$ cat src/rtl/viterbi_pkg.sv
// Shared constants, types and the branch-label function for the K=3 (7,5) Viterbi decoder.
package viterbi_pkg;

  localparam int unsigned K          = 3;
  localparam int unsigned NUM_STATES = 4;
  localparam int unsigned BM_W       = 2;
  localparam int unsigned PM_W       = 6;

  typedef logic [1:0]      state_t;
  typedef logic [PM_W-1:0] pm_t;

  // Expected encoder output XY for input b leaving state pred={s1,s0}: X=b^s1^s0 (g0), Y=b^s0 (g1).
  function automatic logic [1:0] exp_pair(state_t pred, logic b);
    return {b ^ pred[1] ^ pred[0], b ^ pred[0]};
  endfunction

endpackage

$ cat src/rtl/viterbi_acs_cell.sv
// Single add-compare-select butterfly half: two candidate sums, keep the smaller, ties to pred 0.
module acs_cell #(
  parameter int unsigned PM_W = 6
) (
  input  logic [PM_W-1:0] pm0,
  input  logic [PM_W-1:0] pm1,
  input  logic [1:0]      bm0,
  input  logic [1:0]      bm1,
  output logic [PM_W:0]   sel,
  output logic            dec
);
  import viterbi_pkg::*;

  logic [PM_W:0] cand0;
  logic [PM_W:0] cand1;

  always_comb begin
    cand0 = {1'b0, pm0} + {{(PM_W - 1){1'b0}}, bm0};
    cand1 = {1'b0, pm1} + {{(PM_W - 1){1'b0}}, bm1};
    dec   = (cand1 < cand0);
    sel   = dec ? cand1 : cand0;
  end

endmodule

$ cat src/rtl/viterbi_acs_unit.sv
// ACS stage: four acs_cells, saturate, joint MSB normalisation, output registers.
// Optional feature: define ACS_BEST_STATE_EN to add the registered best_state output.
module viterbi_acs_unit #(
  parameter int unsigned PM_W     = 6,
  parameter int unsigned INIT_BIG = 16
) (
  input  logic                clk,
  input  logic                rst,
  input  logic                start,
  input  logic                in_valid,
  input  logic [1:0]          bm00,
  input  logic [1:0]          bm01,
  input  logic [1:0]          bm10,
  input  logic [1:0]          bm11,
  output logic                out_valid,
  output logic [3:0]          dec,
`ifdef ACS_BEST_STATE_EN
  output logic [1:0]          best_state,
`endif
  output logic [4*PM_W-1:0]   pm
);
  import viterbi_pkg::*;

  logic [3:0][1:0] bm_vec;
  logic [PM_W-1:0] pm_q   [NUM_STATES];
  logic [PM_W:0]   sel    [NUM_STATES];
  logic [PM_W-1:0] pm_new [NUM_STATES];
  logic [3:0]      dec_new;
  logic [3:0]      dec_q;
  logic            out_valid_q;
  logic            all_msb;

  assign bm_vec = {bm11, bm10, bm01, bm00};

  for (genvar n = 0; n < NUM_STATES; n++) begin : g_acs
    localparam state_t Ns = state_t'(n);
    localparam state_t P0 = {Ns[0], 1'b0};
    localparam state_t P1 = {Ns[0], 1'b1};
    logic [1:0] bm_p0;
    logic [1:0] bm_p1;

    assign bm_p0 = bm_vec[exp_pair(P0, Ns[1])];
    assign bm_p1 = bm_vec[exp_pair(P1, Ns[1])];

    acs_cell #(
      .PM_W (PM_W)
    ) u_acs (
      .pm0 (pm_q[P0]),
      .pm1 (pm_q[P1]),
      .bm0 (bm_p0),
      .bm1 (bm_p1),
      .sel (sel[n]),
      .dec (dec_new[n])
    );

    assign pm[n*PM_W +: PM_W] = pm_q[n];
  end

  // Saturate first, then drop the shared MSB so metric differences survive unchanged.
  always_comb begin
    all_msb = 1'b1;
    for (int n = 0; n < NUM_STATES; n++) begin
      pm_new[n] = sel[n][PM_W] ? {PM_W{1'b1}} : sel[n][PM_W-1:0];
      all_msb   = all_msb & pm_new[n][PM_W-1];
    end
    if (all_msb) begin
      for (int n = 0; n < NUM_STATES; n++) begin
        pm_new[n][PM_W-1] = 1'b0;
      end
    end
  end

`ifdef ACS_BEST_STATE_EN
  logic [1:0]      best_d;
  logic [1:0]      best_q;
  logic [PM_W-1:0] best_val;

  always_comb begin
    best_d   = 2'd0;
    best_val = pm_new[0];
    for (int n = 1; n < NUM_STATES; n++) begin
      if (pm_new[n] < best_val) begin
        best_d   = 2'(n);
        best_val = pm_new[n];
      end
    end
  end

  always_ff @(posedge clk or posedge rst) begin
    if (rst) begin
      best_q <= 2'd0;
    end else if (start) begin
      best_q <= 2'd0;
    end else if (in_valid) begin
      best_q <= best_d;
    end
  end

  assign best_state = best_q;
`endif

  always_ff @(posedge clk or posedge rst) begin
    if (rst) begin
      for (int n = 0; n < NUM_STATES; n++) begin
        pm_q[n] <= (n == 0) ? '0 : PM_W'(INIT_BIG);
      end
      dec_q       <= 4'd0;
      out_valid_q <= 1'b0;
    end else if (start) begin
      for (int n = 0; n < NUM_STATES; n++) begin
        pm_q[n] <= (n == 0) ? '0 : PM_W'(INIT_BIG);
      end
      out_valid_q <= 1'b0;
    end else if (in_valid) begin
      for (int n = 0; n < NUM_STATES; n++) begin
        pm_q[n] <= pm_new[n];
      end
      dec_q       <= dec_new;
      out_valid_q <= 1'b1;
    end else begin
      out_valid_q <= 1'b0;
    end
  end

  assign dec       = dec_q;
  assign out_valid = out_valid_q;

endmodule
$ cat config.mk
export PLATFORM = sky130hd
export DESIGN_NAME = viterbi_acs_unit
export DESIGN_NICKNAME = d
export VERILOG_FILES = /design/src/rtl/viterbi_pkg.sv /design/src/rtl/viterbi_acs_cell.sv /design/src/rtl/viterbi_acs_unit.sv
export SDC_FILE = /design/constraint.sdc
export NUM_CORES = 1
export LEC_CHECK = 0
export CELL_PAD_IN_SITES_DETAIL_PLACEMENT = 1
export CELL_PAD_IN_SITES_GLOBAL_PLACEMENT = 1
export CORE_UTILIZATION = 43
export DETAILED_ROUTE_END_ITERATION = 8
export PLACE_DENSITY = 0.91
export SETUP_SLACK_MARGIN = 0.4
export SLEW_MARGIN = 20
export SYNTH_ARGS = -nofsm -noshare
export SYNTH_HDL_FRONTEND = slang
export SYNTH_SLANG_ARGS = --single-unit
export TNS_END_PERCENT = 50
$ cat constraint.sdc
create_clock -name clk -period 3.7 [get_ports clk]
set_clock_uncertainty 0.2 [all_clocks]
set_input_delay 0.74 -clock clk [delete_from_list [all_inputs] [get_ports clk]]
set_output_delay 0.74 -clock clk [all_outputs]
set_load 0.02 [all_outputs]
=== Word level (Yosys, flattened, before mapping) ===
Index checks and enable logic that the tools add are counted.

* Flip-flop bits (word level): 29

* $add $sub $neg: 8
* $lt $le $gt $ge: 4
* Muxes and demuxes: 16
* Bitwise logic cells: 4
* Reductions and logical operators: 2

{| class="wikitable"
|+ Operators by type and width
! cell !! number
|-
| adder 6 x 2 -> 7 bit || 8
|-
| 2-to-1 mux 24 bit || 2
|-
| < comparator 7 bit || 4
|-
| 2-to-1 mux 7 bit || 4
|-
| 2-to-1 mux 6 bit || 4
|-
| 2-to-1 mux 1 bit || 6
|-
| AND 1 bit || 3
|-
| AND reduction 2 bit || 1
|-
| nonzero test 2 bit || 1
|-
| inverter 1 bit || 1
|}

=== Depth between registers and ports, before layout ===
Gate-level depths: netlist of run 1.

* Depth in word-level cells: 10
* Depth in mapped cells: 13
* Depth with buffers taken out: 12

=== Cells and area by module ===
A second synthesis of run 1 with hierarchy kept.

* Cells, all modules: 372
* Area, all modules: 3264.4 sq um

{| class="wikitable"
|+ Modules (own cells, without submodules)
! module !! instances !! cells an instance !! area each (sq um) !! seq. area each (sq um)
|-
| viterbi_acs_unit || 1 || 124 || 1297.5 || 729.4
|-
| acs_cell at g_acs[1].u_acs ... || 2 || 62 || 493.0 || 0.0
|-
| acs_cell at g_acs[0].u_acs ... || 2 || 62 || 490.5 || 0.0
|}

=== Least setup slack after synthesis of run 1 ===
No wires, ideal clock.

* Path type: input to register
* Start: input bm10[0]
* End: register pm_q, in the netlist pm[17]
* Data arrival time: 3.075 ns
* Required time: 3.378 ns
* Setup slack: 0.303 ns
* Stages: 12
* Buffers on the path: 0
* Path through: ha_1 > inv_1 > fa_1 > nor2_1 > nand3_1 > ha_1 > nand4_1 > and3_1 > o21ai_1 > mux2i_1 > nand3_1 > a32o_1

* Longest elaborated chain between the ends: 10

{| class="wikitable"
|+ Ends and longest elaborated chain
! what !! line !! source
|-
| from (decl) || viterbi_acs_unit.sv:13 || <nowiki>input logic [1:0] bm10,</nowiki>
|-
| adder 6 x 2 -> 7 bit || viterbi_acs_cell.sv:18 || <nowiki>cand0 = {1'b0, pm0} + {{(PM_W - 1){1'b0}}, bm0};</nowiki>
|-
| < comparator 7 bit || viterbi_acs_cell.sv:20 || <nowiki>dec = (cand1 < cand0);</nowiki>
|-
| 2-to-1 mux 7 bit || viterbi_acs_cell.sv:21 || <nowiki>sel = dec ? cand1 : cand0;</nowiki>
|-
| 2-to-1 mux 6 bit || viterbi_acs_unit.sv:63 || <nowiki>pm_new[n] = sel[n][PM_W] ? {PM_W{1'b1}} : sel[n][PM_W-1:0];</nowiki>
|-
| AND 1 bit (2 in a row) || viterbi_acs_unit.sv:64 || <nowiki>all_msb = all_msb & pm_new[n][PM_W-1];</nowiki>
|-
| AND 1 bit (*) || viterbi_acs_unit.sv:64 ||
|-
| 2-to-1 mux 1 bit (*) || viterbi_acs_unit.sv:66 || <nowiki>if (all_msb) begin</nowiki>
|-
| 2-to-1 mux 24 bit (*) || viterbi_acs_unit.sv:114 || <nowiki>end else if (in_valid) begin</nowiki>
|-
| 2-to-1 mux 24 bit (*) || viterbi_acs_unit.sv:109 || <nowiki>end else if (start) begin</nowiki>
|-
| to (signal, indexed assignment) || viterbi_acs_unit.sv:105 || <nowiki>pm_q[n] <= (n == 0) ? '0 : PM_W'(INIT_BIG);</nowiki>
|-
| to (signal, indexed assignment) || viterbi_acs_unit.sv:111 || <nowiki>pm_q[n] <= (n == 0) ? '0 : PM_W'(INIT_BIG);</nowiki>
|-
| to (signal, indexed assignment) || viterbi_acs_unit.sv:116 || <nowiki>pm_q[n] <= pm_new[n];</nowiki>
|-
| to (decl) || viterbi_acs_unit.sv:25 || <nowiki>logic [PM_W-1:0] pm_q [NUM_STATES];</nowiki>
|}

Mark *: on every way between the ends. The rest lies on a longest branch, timed or not. The select of a mux whose other input is x is not followed.
A chain may end at the register's enable or synchronous reset.

=== Worst setup path in the final report of run 1 ===
* Start: input bm00[1]
* End: register pm_q, in the netlist pm[5]

* Longest elaborated chain between the ends: 10

{| class="wikitable"
|+ Ends and longest elaborated chain
! what !! line !! source
|-
| from (decl) || viterbi_acs_unit.sv:11 || <nowiki>input logic [1:0] bm00,</nowiki>
|-
| adder 6 x 2 -> 7 bit || viterbi_acs_cell.sv:18 ||
|-
| < comparator 7 bit || viterbi_acs_cell.sv:20 ||
|-
| 2-to-1 mux 7 bit || viterbi_acs_cell.sv:21 ||
|-
| 2-to-1 mux 6 bit || viterbi_acs_unit.sv:63 ||
|-
| AND 1 bit (3 in a row) || viterbi_acs_unit.sv:64 ||
|-
| 2-to-1 mux 1 bit (*) || viterbi_acs_unit.sv:66 ||
|-
| 2-to-1 mux 24 bit (*) || viterbi_acs_unit.sv:114 ||
|-
| 2-to-1 mux 24 bit (*) || viterbi_acs_unit.sv:109 ||
|}

Marked as above.

==> results of run 1 <==
## cell type report
| class | instances | area (µm²) |
|---|---|---|
| multi-input cells | 286 | 3030 |
| fillers | 690 | 1880 |
| repair buffers | 112 | 955 |
| flip-flops and latches | 29 | 736 |
| well taps | 96 | 120 |
| clock buffers | 6 | 82.6 |
| inverters | 14 | 52.6 |
| clock inverters | 2 | 13.8 |
## worst paths after layout
check                      cells past startpoint  startpoint     end
max                                           13     bm00[1]   pm[5]
min                                            2      dec[3]  dec[3]
max reg2reg                                   12       pm[7]   pm[5]
min reg2reg                                    2      dec[3]  dec[3]
max in group asynchronous                      3         rst   pm[7]
min in group asynchronous                      3         rst  dec[3]
## report_power, final
group	internal (mW)	total, mW	leakage (nW)	switching, mW
registers	0.407	0.676	0.371	0.268
clock network	0.151	0.292	0.0512	0.141
logic	1.39	2.92	1.52	1.53
total	1.95	3.89	1.95	1.94
## placed cells by master, fill, tap and decap left out, drive strengths merged, types with 7 or more instances in the layout
master         instances
a21oi                 27
and3                   8
buf                   78
clkbuf                 8
clkdlybuf4s50         32
dfrtp                 26
fa                     8
ha                    40
inv                   14
mux2i                 11
nand2                 29
nand2b                 8
nand3                 25
nand4                  7
nor2                  18
nor2b                  8
nor3                   7
o21ai                 10
o311ai                10
xnor2                 16
xor2                  16
## cells by family after synthesis
family | after synthesis | synth area share [%]
muxes | 11 | 4.48
and+or+nand+nor | 120 | 19.9
buffers and inverters | 41 | 5.69
AOI/OAI and AO/OA | 75 | 16.1
adders and majority gates | 48 | 21.3
DFF | 29 | 23.5
xor gates and xnor gates | 32 | 9.03
## state kept, by name, indices dropped and copies added, names as in the netlist
name,count
out_valid,1
dec,4
pm,24
## worst register-to-register path: cells and delay by family, from the launching register on
| kind | cells | cell delay (ps) |
|---|---|---|
| AOI/OAI and AO/OA | 3 | 460 |
| xor gates and xnor gates | 1 | 260 |
| buffers and inverters | 1 | 140 |
| DFF | 1 | 510 |
| and+or+nand+nor | 4 | 1010 |
| muxes | 1 | 360 |
| adders and majority gates | 2 | 700 |
## per-stage QoR
stage               worst slack (ps)  util (%)
global placement                -325      56.6
global route                    -104      72.6
floorplan                        405         -
finish                          -104      72.6
CTS                              402      65.1
detailed placement              -531      56.6
## per-layer routing
| metal | vias up | track usage, % | wire length, µm |
|---|---|---|---|
| met5 | - | 0 | 0 |
| met4 | 0 | 24.2 | 1700 |
| met3 | 160 | 8.53 | 2000 |
| met2 | 381 | 67.6 | 8590 |
| met1 | 1900 | 44.6 | 6500 |
| li1 | 1459 | - | - |
## what timing repair did
action                                  in CTS  in global routing
endpoints found under the setup margin      28                 24
hold endpoints to repair                     0                  0
buffers inserted                            11                 13
pin swaps                                   52                 49
resized for setup                          105                 86
==> impl_metrics.tcl, run 1 <==
set metrics [dict create \
    cp_cell_sequence "buf_4 > ha_4 > a21oi_4 > buf_4 > nor2b_1 > xor2_1 > ha_1 > nand4_1 > and3_4 > o21ai_4 > mux2i_4 > nand3_2 > a32o_1" \
    core_area_um2 6870 \
    synth_top_cell_by_area "sky130_fd_sc_hd__dfrtp_1" \
    port_buffers 40 \
    crit_fanout 4 \
    synthesized_flop_and_latch_total 29 \
    yosysTopAreaCellShare_pct 21.0 \
    worst_setup_path_end_kind "register" \
    detail_route.iter0.violations 469 \
    asyncSetResetFlopFracSynth_pct 100 \
    outcome "complete, but fails checks" \
    flow.area_growth_from_synthesis_pct 60.8 \
    period_utilization_post_route_pct 103 \
    grt_pass1_wl_um 21700 \
    tritoncts_clock_tree "yes" \
    cp.buffers_inverters 2 \
    synthTopCellsByCount "40 x sky130_fd_sc_hd__ha_1, 29 x sky130_fd_sc_hd__nand2_1, 27 x sky130_fd_sc_hd__a21oi_1" \
    pwr_density_nw_per_um2 779 \
    layout-drive-gt1-share_pct 46.5 \
    total_routing_resource_utilization_after_global_routing_pct 39.4 \
    cts.sinks 29 \
    worst_ir_drop_vdd_mv 0.479 \
    initial_core_util_pct 45.2 \
    holdWs_ps 381 \
    min-delay-path-class "reg -> reg" \
    detailedRoute.firstPassIterationCount 5 \
    worst_slew_pin_slew_ps 1000 \
    cts_max_path_buffers 2 \
    die_h_um 87.0 \
    cts_root_buffer "sky130_fd_sc_hd__clkbuf_8" \
    slowest_library_cell_on_the_worst_path "sky130_fd_sc_hd__ha_1" \
    clock_latency_ps 290 \
    post_synth_main_area_contributors "sky130_fd_sc_hd__dfrtp_1 21%, sky130_fd_sc_hd__ha_1 16%, sky130_fd_sc_hd__fa_1 5.2%, sky130_fd_sc_hd__xnor2_1 4.5%, sky130_fd_sc_hd__xor2_1 4.5%" \
    timing.critical_path.slowest_cell_delay_ps 370 \
    synth_warnings 0 \
    final_nets 508 \
    clock_tree.htree_level_count 2 \
    violations "setup timing" \
    layout.cell_area.non_filler_um2 4990 \
    final_number_of_max_transition_violations 0 \
    hold_buffers 0 \
    critical_path_arrival_ps 3780 \
    boundaryPins 41 \
    kind_of_start_point_of_the_critical_path "input port" \
    antenna_cells_inserted 0 \
    crit_required_ps 3680 \
    postPlaceCellArea_um2 3890 \
    dp.cells 513 \
    rows 30 \
    syn_area_um2 3100 \
    grt.overflow.total 0 \
    postRouteWirelength_um 18800 \
    clk_pin_slew_ps 80 \
    crit_family "simple AND/OR/NAND/NOR gates" \
    timing.max_cap.violations 0 \
    cts_buf_count 5 \
    final-instance-count-excl-fill 545 \
    number_of_antenna_violations_at_the_first_check_in_global_routing 0 \
    synth_edf_count 0 \
    drt-vias-per-instance 7.16 \
    route.detailed.wl_per_inst_um 34.5 \
    fin_setup_tns_ps -373 \
    slew_limit_headroom_pct 33.0 \
    criticalPathCategory "in -> reg" \
    grt_start_max_net_pins 30 \
    netlist-cell-type-count 47 \
    synth-seq-area-share_pct 23.5 \
    fp.dieW_um 87.0 \
    power.leakage_nw 1.95 \
    number_of_cells_produced_by_synthesis 356 \
    gp_congestion 0.947 \
    synth.net_count 416 \
    crit_top_cell "sky130_fd_sc_hd__buf_4" \
    final_hold_violating_endpoints 0 \
    synth_most_common_cell "sky130_fd_sc_hd__ha_1" \
    synth_area_per_cell_um2 8.72 \
    power_mw 3.89 \
    design.die.area_um2 7560 \
    drcViolationCount 0 \
    first_global_vias 3898 \
    layout_min_cycle_time_ps 3800 \
    postSynth.topFlopCell "sky130_fd_sc_hd__dfrtp_1" \
    via_count 3900 \
    rsz0062_at_grt "yes" \
    ant_nets 0 \
    timing.final.setup_violations 6 \
    r2r_setup_slack_ps -40 \
    post-route-worst-setup-slack_ps -104 \
    fmax_mhz 263 \
    detailed_place_hpwl_um 8410 \
]
No activity file was read; power rests on OpenSTA's default activity.
==> run 2, diff against run 1 <==
--- a/config.mk
+++ b/config.mk
@@ -7,9 +7,9 @@
 export LEC_CHECK = 0
 export CELL_PAD_IN_SITES_DETAIL_PLACEMENT = 1
 export CELL_PAD_IN_SITES_GLOBAL_PLACEMENT = 1
-export CORE_UTILIZATION = 43
+export CORE_UTILIZATION = 40
 export DETAILED_ROUTE_END_ITERATION = 8
-export PLACE_DENSITY = 0.91
+export PLACE_DENSITY = 0.87
 export SETUP_SLACK_MARGIN = 0.4
 export SLEW_MARGIN = 20
 export SYNTH_ARGS = -nofsm -noshare
==> run 2 against run 1 <==
Effect of this change: the flow now finishes without violations; routed wire length shrank 11%; first-iteration DRC count fell by 28%; maximum frequency is 11% higher; sequential power decreased by 7.1%; combinational power shrank 4%; die area grew 7.3%; final cell count up 0.18%; worst hold slack got worse by 79 ps; critical path type unchanged; largest power group unchanged.
==> impl_metrics.tcl, run 2 (synthesis gave the netlist of run 1 again) <==
set metrics [dict create \
    outcome "finished, final reports clean" \
    r2r_setup_slack_ps 310 \
    tritoncts_clock_tree "yes" \
    cts_max_path_buffers 2 \
    grt.overflow.total 0 \
    drt-vias-per-instance 6.65 \
    number_of_antenna_violations_at_the_first_check_in_global_routing 0 \
    postRouteWirelength_um 16700 \
    die_h_um 90.1 \
    pwr_density_nw_per_um2 764 \
    met1_usage_in_global_routing_pct 41.2 \
    timing.hold.worst_endpoint "dec[0]" \
    flow.area_growth_from_synthesis_pct 57.1 \
    drcViolationCount 0 \
    worst_slew_pin_slew_ps 918 \
    final_util_pct 66.1 \
    largest_reg_flops 24 \
    layout-drive-gt1-share_pct 44.3 \
    critical_register_to_register_path_endpoint "pm[23]" \
    final_hold_violating_endpoints 0 \
    rsz0062_at_grt "yes" \
    postPlaceCellArea_um2 3880 \
    detailedRoute.firstPassIterationCount 5 \
    port_buffers 40 \
    worst_ir_drop_vdd_mv 0.447 \
    initial_core_util_pct 42.1 \
    cp_cell_sequence "buf_4 > ha_4 > buf_4 > buf_4 > a21oi_4 > nor2b_2 > xnor2_1 > ha_1 > nand4_1 > and3_1 > o21ai_4 > mux2i_4 > nand3_2 > a32o_2" \
    clock_tree.htree_level_count 2 \
    kind_of_start_point_of_the_critical_path "input port" \
    crit_required_ps 3690 \
    grt_pass1_wl_um 21400 \
    antenna_cells_inserted 0 \
    rows 31 \
    min-delay-path-class "reg -> reg" \
    fmax_mhz 293 \
    core_area_um2 7370 \
    grt_most_used_layer "met2" \
    source_of_the_worst_hold_timing_path "dec[0]" \
    via_count 3631 \
    final_cell_mix "70 x sky130_fd_sc_hd__buf_4, 32 x sky130_fd_sc_hd__clkdlybuf4s50_1, 28 x sky130_fd_sc_hd__nand2_1" \
    final_number_of_max_transition_violations 0 \
    worst_hold_path_cells 2 \
    rr_startpoint "pm[0]" \
    detailedPlace.worstSlack_ps -519 \
    cts.sinks 29 \
    crit_fanout 4 \
    timing.critical_path.slowest_cell_delay_ps 370 \
    period_utilization_post_route_pct 92.4 \
    power.leakage_nw 1.94 \
    clock_latency_ps 300 \
    post-route-worst-setup-slack_ps 281 \
    worst_setup_path_end_kind "register" \
    slowest_library_cell_on_the_worst_path "sky130_fd_sc_hd__mux2i_4" \
    final_nets 506 \
    most_common_cell_after_layout_fill_and_taps_aside "sky130_fd_sc_hd__buf_4" \
    cts_root_buffer "sky130_fd_sc_hd__clkbuf_8" \
    first_global_vias 3746 \
    clk_pin_slew_ps 80 \
    total_routing_resource_utilization_after_global_routing_pct 34.5 \
    detailed_place_hpwl_um 7880 \
    reg2reg_depth 13 \
    layout.cell_area.non_filler_um2 4870 \
    cts_buf_count 5 \
    slew_limit_headroom_pct 38.7 \
    layout_min_cycle_time_ps 3420 \
    boundaryPins 41 \
    met3_usage_pct 6.35 \
    fp.dieW_um 90.1 \
    gp_congestion 0.900 \
    ant_nets 0 \
    crit_top_cell "sky130_fd_sc_hd__buf_4" \
    timing.max_cap.violations 0 \
    criticalPathCategory "in -> reg" \
    timing.final.setup_violations 0 \
    detail_route.iter0.violations 336 \
    route.detailed.wl_per_inst_um 30.5 \
    design.die.area_um2 8110 \
    grt_use_met2_pct 60.4 \
    critical_path_arrival_ps 3410 \
    grt_start_max_net_pins 30 \
]
-- run 2: cell count changes in the layout (fill, tap and decap cells not counted), sizes merged --
| cell | change |
|---|---|
| buf | -1 |
| clkbuf | -1 |
-- run 2: where the power goes --
group / switching [mW] / internal [mW]
Clock: 0.152 / 0.151
Sequential: 0.223 / 0.405
Combinational: 1.50 / 1.29
-- run 2: metal layers --
layer  share of wire [%]  wire (µm)
met5                   0          0
met1                  37       6090
met2                  50       8260
met3                 7.3       1220
met4                 6.5       1090
-- run 2: worst max-delay path, delay by kind of cell --
kind | cells | cell delay [ps]
adder cells (fa/ha/maj) | 2 | 390
buffers and inverters | 3 | 380
AO/OA/AOI/OAI | 3 | 600
AND/OR/NAND/NOR | 4 | 570
XOR/XNOR | 1 | 340
multiplexers | 1 | 370
-- run 2: worst max-delay path by stage --
stage | endpoint | startpoint | cells past startpoint | slack [ps]
after floorplan | pm[17] | bm10[0] | 11 | 410
after global placement | pm[12] | bm00[1] | 11 | -330
after detailed placement | pm[5] | bm00[1] | 11 | -520
after CTS | pm[5] | bm11[1] | 12 | 400
after global routing | pm[6] | bm01[0] | 13 | 220
final | pm[23] | bm11[0] | 14 | 280
-- run 2: layout make-up --
type	count	area (µm²)
Clock buffer	6	82.6
Clock inverter	2	13.8
Fill cell	798	2490
Inverter	14	52.6
Multi-Input combinational cell	286	2950
Sequential cell	29	731
Tap cell	99	124
Timing Repair Buffer	110	920
-- run 2: timing repair --
| item | in CTS | in global routing |
|---|---|---|
| hold buffers | 0 | 0 |
| setup endpoints to repair | 28 | 23 |
| pin swaps | 41 | 45 |
| setup buffers | 14 | 9 |
| gates resized for setup | 109 | 64 |
-- run 2: metrics by stage --
| step | setup TNS (ps) | cells | power (mW) | hold WS [ps] |
|---|---|---|---|---|
| after floorplan | 0 | 356 | 1.58 | 387 |
| after global placement | -4310 | 515 | 2.20 | 274 |
| after detailed placement | -7080 | 515 | 2.31 | 280 |
| after CTS | 0 | 537 | 3.07 | 304 |
| after global routing | 0 | 546 | 3.84 | 338 |
| final | 0 | 546 | 3.72 | 301 |
